===== src/rtl/pc_update.sv =====
// Next-PC selection for fetch: resolves ret, call and conditional branches
// into a registered redirect target, redirect select and decision strobe.
module pc_update (
  input  logic        clk,
  input  logic        rst,
  input  logic        branch,
  input  logic [2:0]  branch_cond,
  input  logic        call,
  input  logic [11:0] call_imm,
  input  logic [15:0] PC_in,
  input  logic [15:0] sign_ext,
  input  logic        alu_done,
  input  logic [2:0]  flags,
  input  logic        ret,
  input  logic [15:0] PC_stack_pointer,
  output logic [15:0] PC_update,
  output logic        PC_src,
  output logic        update_done
);

  typedef enum logic [2:0] {
    COND_NEQ    = 3'b000,
    COND_EQ     = 3'b001,
    COND_GT     = 3'b010,
    COND_LT     = 3'b011,
    COND_GTE    = 3'b100,
    COND_LTE    = 3'b101,
    COND_OVFL   = 3'b110,
    COND_UNCOND = 3'b111
  } cond_e;

  logic        w_z;
  logic        w_v;
  logic        w_n;
  logic        w_cond_true;
  logic [15:0] w_next_pc;
  logic        w_next_src;
  logic        w_next_done;

  logic [15:0] r_pc;
  logic        r_src;
  logic        r_done;

  assign w_z = flags[2];
  assign w_v = flags[1];
  assign w_n = flags[0];

  // NOTE: every signal driven here gets a default first, so no path can
  // leave it unassigned and infer a latch.
  always_comb begin
    w_cond_true = 1'b0;
    case (cond_e'(branch_cond))
      COND_NEQ:    w_cond_true = ~w_z;
      COND_EQ:     w_cond_true = w_z;
      COND_GT:     w_cond_true = ~w_z & ~w_n;
      COND_LT:     w_cond_true = w_n;
      COND_GTE:    w_cond_true = w_z | (~w_z & ~w_n);
      COND_LTE:    w_cond_true = w_n | w_z;
      COND_OVFL:   w_cond_true = w_v;
      COND_UNCOND: w_cond_true = 1'b1;
      default:     w_cond_true = 1'b0;
    endcase
  end

  // A branch without alu_done holds off: sequential fetch, no strobe, flags unused.
  always_comb begin
    w_next_pc   = PC_in;
    w_next_src  = 1'b0;
    w_next_done = 1'b0;
    if (ret) begin
      w_next_pc   = PC_stack_pointer;
      w_next_src  = 1'b1;
      w_next_done = 1'b1;
    end else if (call) begin
      w_next_pc   = {PC_in[15:12], call_imm};
      w_next_src  = 1'b1;
      w_next_done = 1'b1;
    end else if (branch && alu_done) begin
      w_next_done = 1'b1;
      if (w_cond_true) begin
        w_next_pc  = PC_in + sign_ext;
        w_next_src = 1'b1;
      end
    end
  end

  // NOTE: state registers use non-blocking assignments so every register
  // samples pre-edge values regardless of statement order.
  always_ff @(posedge clk or posedge rst) begin
    if (rst) begin
      r_pc   <= 16'h0000;
      r_src  <= 1'b0;
      r_done <= 1'b0;
    end else begin
      r_pc   <= w_next_pc;
      r_src  <= w_next_src;
      r_done <= w_next_done;
    end
  end

  assign PC_update   = r_pc;
  assign PC_src      = r_src;
  assign update_done = r_done;

endmodule


===== config.mk =====
export PLATFORM = sky130hd
export DESIGN_NAME = pc_update
export DESIGN_NICKNAME = d
export VERILOG_FILES = /design/src/rtl/pc_update.sv
export SDC_FILE = /design/constraint.sdc
export NUM_CORES = 1
export LEC_CHECK = 0
export ABC_AREA = 1
export CAP_MARGIN = 25
export CELL_PAD_IN_SITES_DETAIL_PLACEMENT = 0
export CELL_PAD_IN_SITES_GLOBAL_PLACEMENT = 1
export CORE_MARGIN = 2
export CORE_UTILIZATION = 26
export CTS_BUF_LIST = sky130_fd_sc_hd__clkbuf_16
export DETAILED_ROUTE_END_ITERATION = 16
export GPL_ROUTABILITY_DRIVEN = 0
export PLACE_DENSITY_LB_ADDON = 0.25
export SYNTH_ARGS = -nofsm -noshare
export SYNTH_HDL_FRONTEND = slang
export SYNTH_SLANG_ARGS = --single-unit

===== constraint.sdc =====
create_clock -name clk -period 0.8 [get_ports clk]
set_input_delay 0.16 -clock clk [delete_from_list [all_inputs] [get_ports clk]]
set_output_delay 0.16 -clock clk [all_outputs]
set_load 0.005 [all_outputs]

==> results.toml, run 1 <==
[outcome]
status = "finished, violations left"
violations = "setup timing"

[route]
drtPass1Iterations = 6
ant_nets = 0
drc = 0
vias_per_cell = 4.50
met3WireLength_um = 394
wl_mm = 8.30
wl_met2_mm = 4.04
drt_iter0_drc = 53
dr_total_vias = 2780
wl_met1_mm = 3.79
route.top_layer_used = "met4"
wl_per_cell_um = 13.4

[sta]
finalSetupViolCount = 35
fmax_ghz = 0.751
rsz0062_at_grt = "true"
hold_slack_ns = 0.222
finalCritPeriodShare_pct = 166
max_slew.worst_pin.slew_ns = 0.350
max_slew_margin_pct = 76.6
fin_crit_ns = 1.33
slew_viol_final = 0
worst_slack_ns = -0.532
hold_violations = 0

[yosys]
syn_inst = 363
yosysWarnings = 0
postSynthAreaPerCell_um2 = 5.90
synth_cell_types = 28
synth-seq-cells = 18
synth-seq-area-share_pct = 21.0
syn_nets = 451
ys_async_sr_fraction_pct = 100
synth_edf_count = 0
syn_area_um2 = 2140
yosys_most_used_dff = "dfrtp_1"

[floorplan]
dieArea_um2 = 8990
core.rowCount = 33
die_w_um = 94.8
core-area_um2 = 8090
initial_core_util_pct = 26.5
die_height_um = 94.8
io_pins = 90

[pwr]
internal-power_w = 0.00292
seqPwrFrac_pct = 22.3
p_leak_nw = 2.13
p_total_w = 0.00452
swShare_pct = 35.4
powerDensity_nw_per_um2 = 1050
p_switching_w = 0.00160
combinationalPowerShare_pct = 56.3
p_clk_share_pct = 21.4
ir_drop_mv = 0.830

[grt]
grt_pass1_wl_mm = 13.4
grt_pass1_vias = 2833
gr-total-overflow = 0
grt_usage_pct = 18.6
antenna_found_initial = 0
grt_max_degree = 19

[placed_design]
port_buffers = 89
dp_hpwl_mm = 6.46
placed_area_um2 = 3710

[final_layout]
diodes = 0
n_fill_cell = 783
area_growth_pct = 101
fin_nets = 603
stdcell_area_um2 = 4320
drive_gt1_share_pct = 54.2

[clocking]
htree_levels = 1
clock-sinks = 18
clockRootBuffer = "clkbuf_16"
cts_tree = "built"
clk_pin_slew_ns = 0.05
cts_buffers = 3
clockBufferDepth = 2

[setup_path]
required_ns = 0.94
cp-start-kind = "input port"
worstPathArrival_ns = 1.47
critical_path_class = "in -> reg"
critical_path.max_fanout = 4
worstSetupEndpointType = "flop"

[min_path]
hold_path.class = "in -> async"

[run]
drv_cap = 0
-- what timing repair did --
item / 4_1_cts / 5_1_grt
hold buffers: 0 / 0
resized for setup: 344 / 47
gates cloned: 2 / 0
setup endpoints to repair: 36 / 36
pin swaps: 100 / 59
buffers inserted: 15 / 3
-- per-layer routing --
metal	GRT usage, %	up-vias
met3	1.76	8
met1	24.7	1259
li1	-	1452
met5	0	-
met4	2.90	0
met2	33.0	61
-- synthesized netlist by cell type (2+ instances only) --
master      n  area (um^2)
nand3_1    49          245
nand4_1    10         62.6
nor2_1     30          113
and2_1      2         12.5
nand3_2     2         20.0
nor3_1      2         10.0
ha_1       15          188
nand2_1   119          447
nand2_4     2         22.5
inv_1      63          236
a21oi_1    24          120
xor2_1      2         17.5
or2_2       8         50.1
nand2_2     2         12.5
clkbuf_1    3         11.3
dfrtp_1    18          450
-- flip-flops by register name, indices dropped and copies added (netlist names) --
signal and count:
update_done 1, PC_update 16, PC_src 1
-- logic make-up (layout without fill, tap and decap cells) --
family,after synthesis,after routing,synth area share [%]
and+or+nand+nor,228,229,47.6
buffers and inverters,71,220,13.5
AOI/OAI and AO/OA,27,27,6.95
DFF,18,18,21.0
adders and majority gates,16,16,9.69
xor gates and xnor gates,3,3,1.23
-- power groups by stage --
stage               Combinational, W  Sequential (W)  Clock, W
floorplan                   0.000996         0.00104         0
global placement             0.00204         0.00103         0
detailed placement           0.00205         0.00103         0
CTS                          0.00237         0.00101  0.000973
global route                 0.00279         0.00101   0.00103
finish                       0.00255         0.00101  0.000967
-- critical path, cell delays in order --
cell and delay (ns):
buf_8 0.10, ha_4 0.16, fa_2 0.36, nand3_2 0.11, nand2_4 0.08, nand2_2 0.06, nand2_2 0.06, xor2_1 0.17
nand2_2 0.06, nand2_1 0.05, nand2_1 0.06, nand2_1 0.05
-- area by class of cell --
| cell class | instances | area [um^2] | share of cell area (%) |
|---|---|---|---|
| clock buffers | 3 | 75.1 | 1.74 |
| well taps | 105 | 131 | 3.04 |
| inverters | 64 | 248 | 5.74 |
| flip-flops and latches | 18 | 450 | 10.4 |
| repair buffers | 152 | 1310 | 30.2 |
| multi-input cells | 275 | 2100 | 48.6 |
| repair inverters | 1 | 7.51 | 0.174 |
-- per-stage QoR --
stage | utilization, % | std cells | TNS, ns | setup slack, ns
global placement | 45.8 | 595 | -21.75 | -1.21
detailed placement | 45.8 | 595 | -22.05 | -1.22
finish | 53.3 | 618 | -8.02 | -0.532
floorplan | - | 363 | -6.85 | -0.579
CTS | 50.7 | 615 | -8.30 | -0.584
global route | 53.3 | 618 | -9.84 | -0.620
-- cell usage in the layout, fill, tap and decap left out, types with 15 or more instances in the layout --
| master | n |
|---|---|
| nand2_1 | 65 |
| a21oi_1 | 18 |
| nand3_1 | 23 |
| ha_4 | 15 |
| buf_6 | 23 |
| buf_2 | 36 |
| nand2_2 | 44 |
| buf_4 | 46 |
| clkdlybuf4s50_1 | 31 |
| inv_1 | 44 |
| nand3_2 | 26 |
| inv_2 | 17 |
| dfrtp_1 | 18 |
-- worst max path at each step --
stage                           start       endpoint  slack, ns  cells past startpoint
after floorplan              PC_in[0]   PC_update[6]      -0.58                     11
after global placement       PC_in[0]  PC_update[10]      -1.21                     11
after detailed placement     PC_in[0]  PC_update[10]      -1.22                     11
after CTS                 sign_ext[0]   PC_update[6]      -0.58                     12
after global routing         PC_in[0]  PC_update[14]      -0.62                     13
final                     sign_ext[0]   PC_update[6]      -0.53                     12
(Power assumes the default switching activity.)
==> inputs of run 2 (changes only) <==
--- a/config.mk
+++ b/config.mk
@@ -8,9 +8,9 @@
 export ABC_AREA = 1
 export CAP_MARGIN = 25
 export CELL_PAD_IN_SITES_DETAIL_PLACEMENT = 0
-export CELL_PAD_IN_SITES_GLOBAL_PLACEMENT = 1
+export CELL_PAD_IN_SITES_GLOBAL_PLACEMENT = 2
 export CORE_MARGIN = 2
-export CORE_UTILIZATION = 26
+export CORE_UTILIZATION = 19
 export CTS_BUF_LIST = sky130_fd_sc_hd__clkbuf_16
 export DETAILED_ROUTE_END_ITERATION = 16
 export GPL_ROUTABILITY_DRIVEN = 0
==> results.toml, run 2 (same netlist as run 1, synthesis figures left out) <==
[sta]
slew_viol_final = 0
finalSetupViolCount = 35
rsz0062_at_grt = "true"
max_slew_margin_pct = 78.3
hold_slack_ns = 0.223
finalSetupTns_ns = -8.10
hold_violations = 0
finalCritPeriodShare_pct = 163
max_slew.worst_pin.slew_ns = 0.324
worst_slack_ns = -0.505
fmax_ghz = 0.766
fin_crit_ns = 1.31

[final_layout]
drive_gt1_share_pct = 55.4
final_core_util_pct = 41.6
stdcell_area_um2 = 4550
largest_reg_flops = 16
mostFrequentLayoutCells = "nand2_1, buf_4, inv_1, nand2_2, clkdlybuf4s50_1"
final_common_cell = "nand2_1"
area_growth_pct = 112
n_fill_cell = 1191
fin_cells = 663
fin_nets = 612
diodes = 0

[setup_path]
critical_path_class = "in -> reg"
worstSetupEndpointType = "flop"
critical_path.max_fanout = 4
required_ns = 0.94
cp-start-kind = "input port"
worstPathArrival_ns = 1.45

[clocking]
clock-sinks = 18
clk_pin_slew_ns = 0.05
cts_buffers = 3
ctsHoldBuffers = 0
htree_levels = 1
clockBufferDepth = 2
cts_tree = "built"
clockRootBuffer = "clkbuf_16"

[route]
wl_met1_mm = 4.04
wl_met2_mm = 4.24
vias_per_cell = 4.22
drtPass1Iterations = 5
ant_nets = 0
route.top_layer_used = "met4"
wl_per_cell_um = 13.1
wl_mm = 8.69
drt_iter0_drc = 102
met3WireLength_um = 317
drc = 0
dr_total_vias = 2800

[pwr]
p_leak_nw = 2.23
ir_drop_mv = 0.887
powerDensity_nw_per_um2 = 1030

[grt]
grt_pass1_wl_mm = 13.9
grt_usage_pct = 14.5
grt_pass1_vias = 2846
antenna_found_initial = 0
gr-total-overflow = 0
grt_max_degree = 19

[floorplan]
dieArea_um2 = 12100
io_pins = 90
core-area_um2 = 10900
core.rowCount = 38
initial_core_util_pct = 19.6
die_height_um = 110
die_w_um = 110

[min_path]
hold_path.class = "in -> async"

[placed_design]
port_buffers = 89
placed_area_um2 = 3800
dp_hpwl_mm = 7.04
post-place-cells = 635

[outcome]
status = "finished, violations left"
violations = "setup timing"

[run]
drv_cap = 0
-- run 2: repair_timing --
action / 4_1_cts / 5_1_grt
setup endpoints to repair: 36 / 35
cloned: 2 / 0
pin swaps: 100 / 61
resized for setup: 358 / 64
setup buffers: 19 / 5
endpoints found under the hold margin: 0 / 0
-- run 2: report_power, final --
part | total, W | internal (W) | switching (W)
sequential | 0.00101 | 0.000992 | 0.0000171
combinational | 0.00267 | 0.00136 | 0.00131
clock | 0.000996 | 0.000664 | 0.000332
-- run 2: worst paths after layout --
path | startpoint | end | slack [ns]
max | PC_in[0] | PC_update[6] | -0.51
min | rst | PC_update[15] | 0.22
max in group asynchronous | rst | update_done | 0.45
min in group clk | PC_in[0] | PC_update[0] | 0.25
-- run 2: layout make-up --
type	count	area (um^2)	area share [%]
Clock inverter	1	3.75	0.0825
Multi-Input combinational cell	275	2160	47.4
Timing Repair inverter	1	7.51	0.165
Clock buffer	3	75.1	1.65
Tap cell	140	175	3.85
Timing Repair Buffer	161	1410	31.1
Sequential cell	18	450	9.90
Inverter	64	268	5.89
-- run 2: stage by stage --
step	total power [W]	worst slack [ns]
finish	0.00467	-0.505
CTS	0.00449	-0.583
global placement	0.00315	-1.25
global route	0.00502	-0.598
detailed placement	0.00314	-1.24
floorplan	0.00204	-0.579
-- run 2: worst max-delay path: stages --
cell and delay (ns):
buf_8 0.10, ha_4 0.16, fa_2 0.35, nand3_2 0.10, nand2_4 0.07, nand2_2 0.06
nand2_2 0.07, xor2_1 0.15, nand2_2 0.08, nand2_1 0.05, nand2_1 0.05, nand2_1 0.05
-- run 2: routing by layer --
metal | vias up | global-route usage (%)
met2 | 49 | 25.2
met3 | 8 | 0.941
met4 | 0 | 3.39
met5 | - | 0
li1 | 1469 | -
met1 | 1274 | 19.7
==> inputs of run 3 (changes only) <==
--- a/config.mk
+++ b/config.mk
@@ -15,6 +15,7 @@
 export DETAILED_ROUTE_END_ITERATION = 16
 export GPL_ROUTABILITY_DRIVEN = 0
 export PLACE_DENSITY_LB_ADDON = 0.25
+export SLEW_MARGIN = 30
 export SYNTH_ARGS = -nofsm -noshare
 export SYNTH_HDL_FRONTEND = slang
 export SYNTH_SLANG_ARGS = --single-unit
==> results of run 3 <==
Final layout, timing and power as in run 2 (identical DEF).
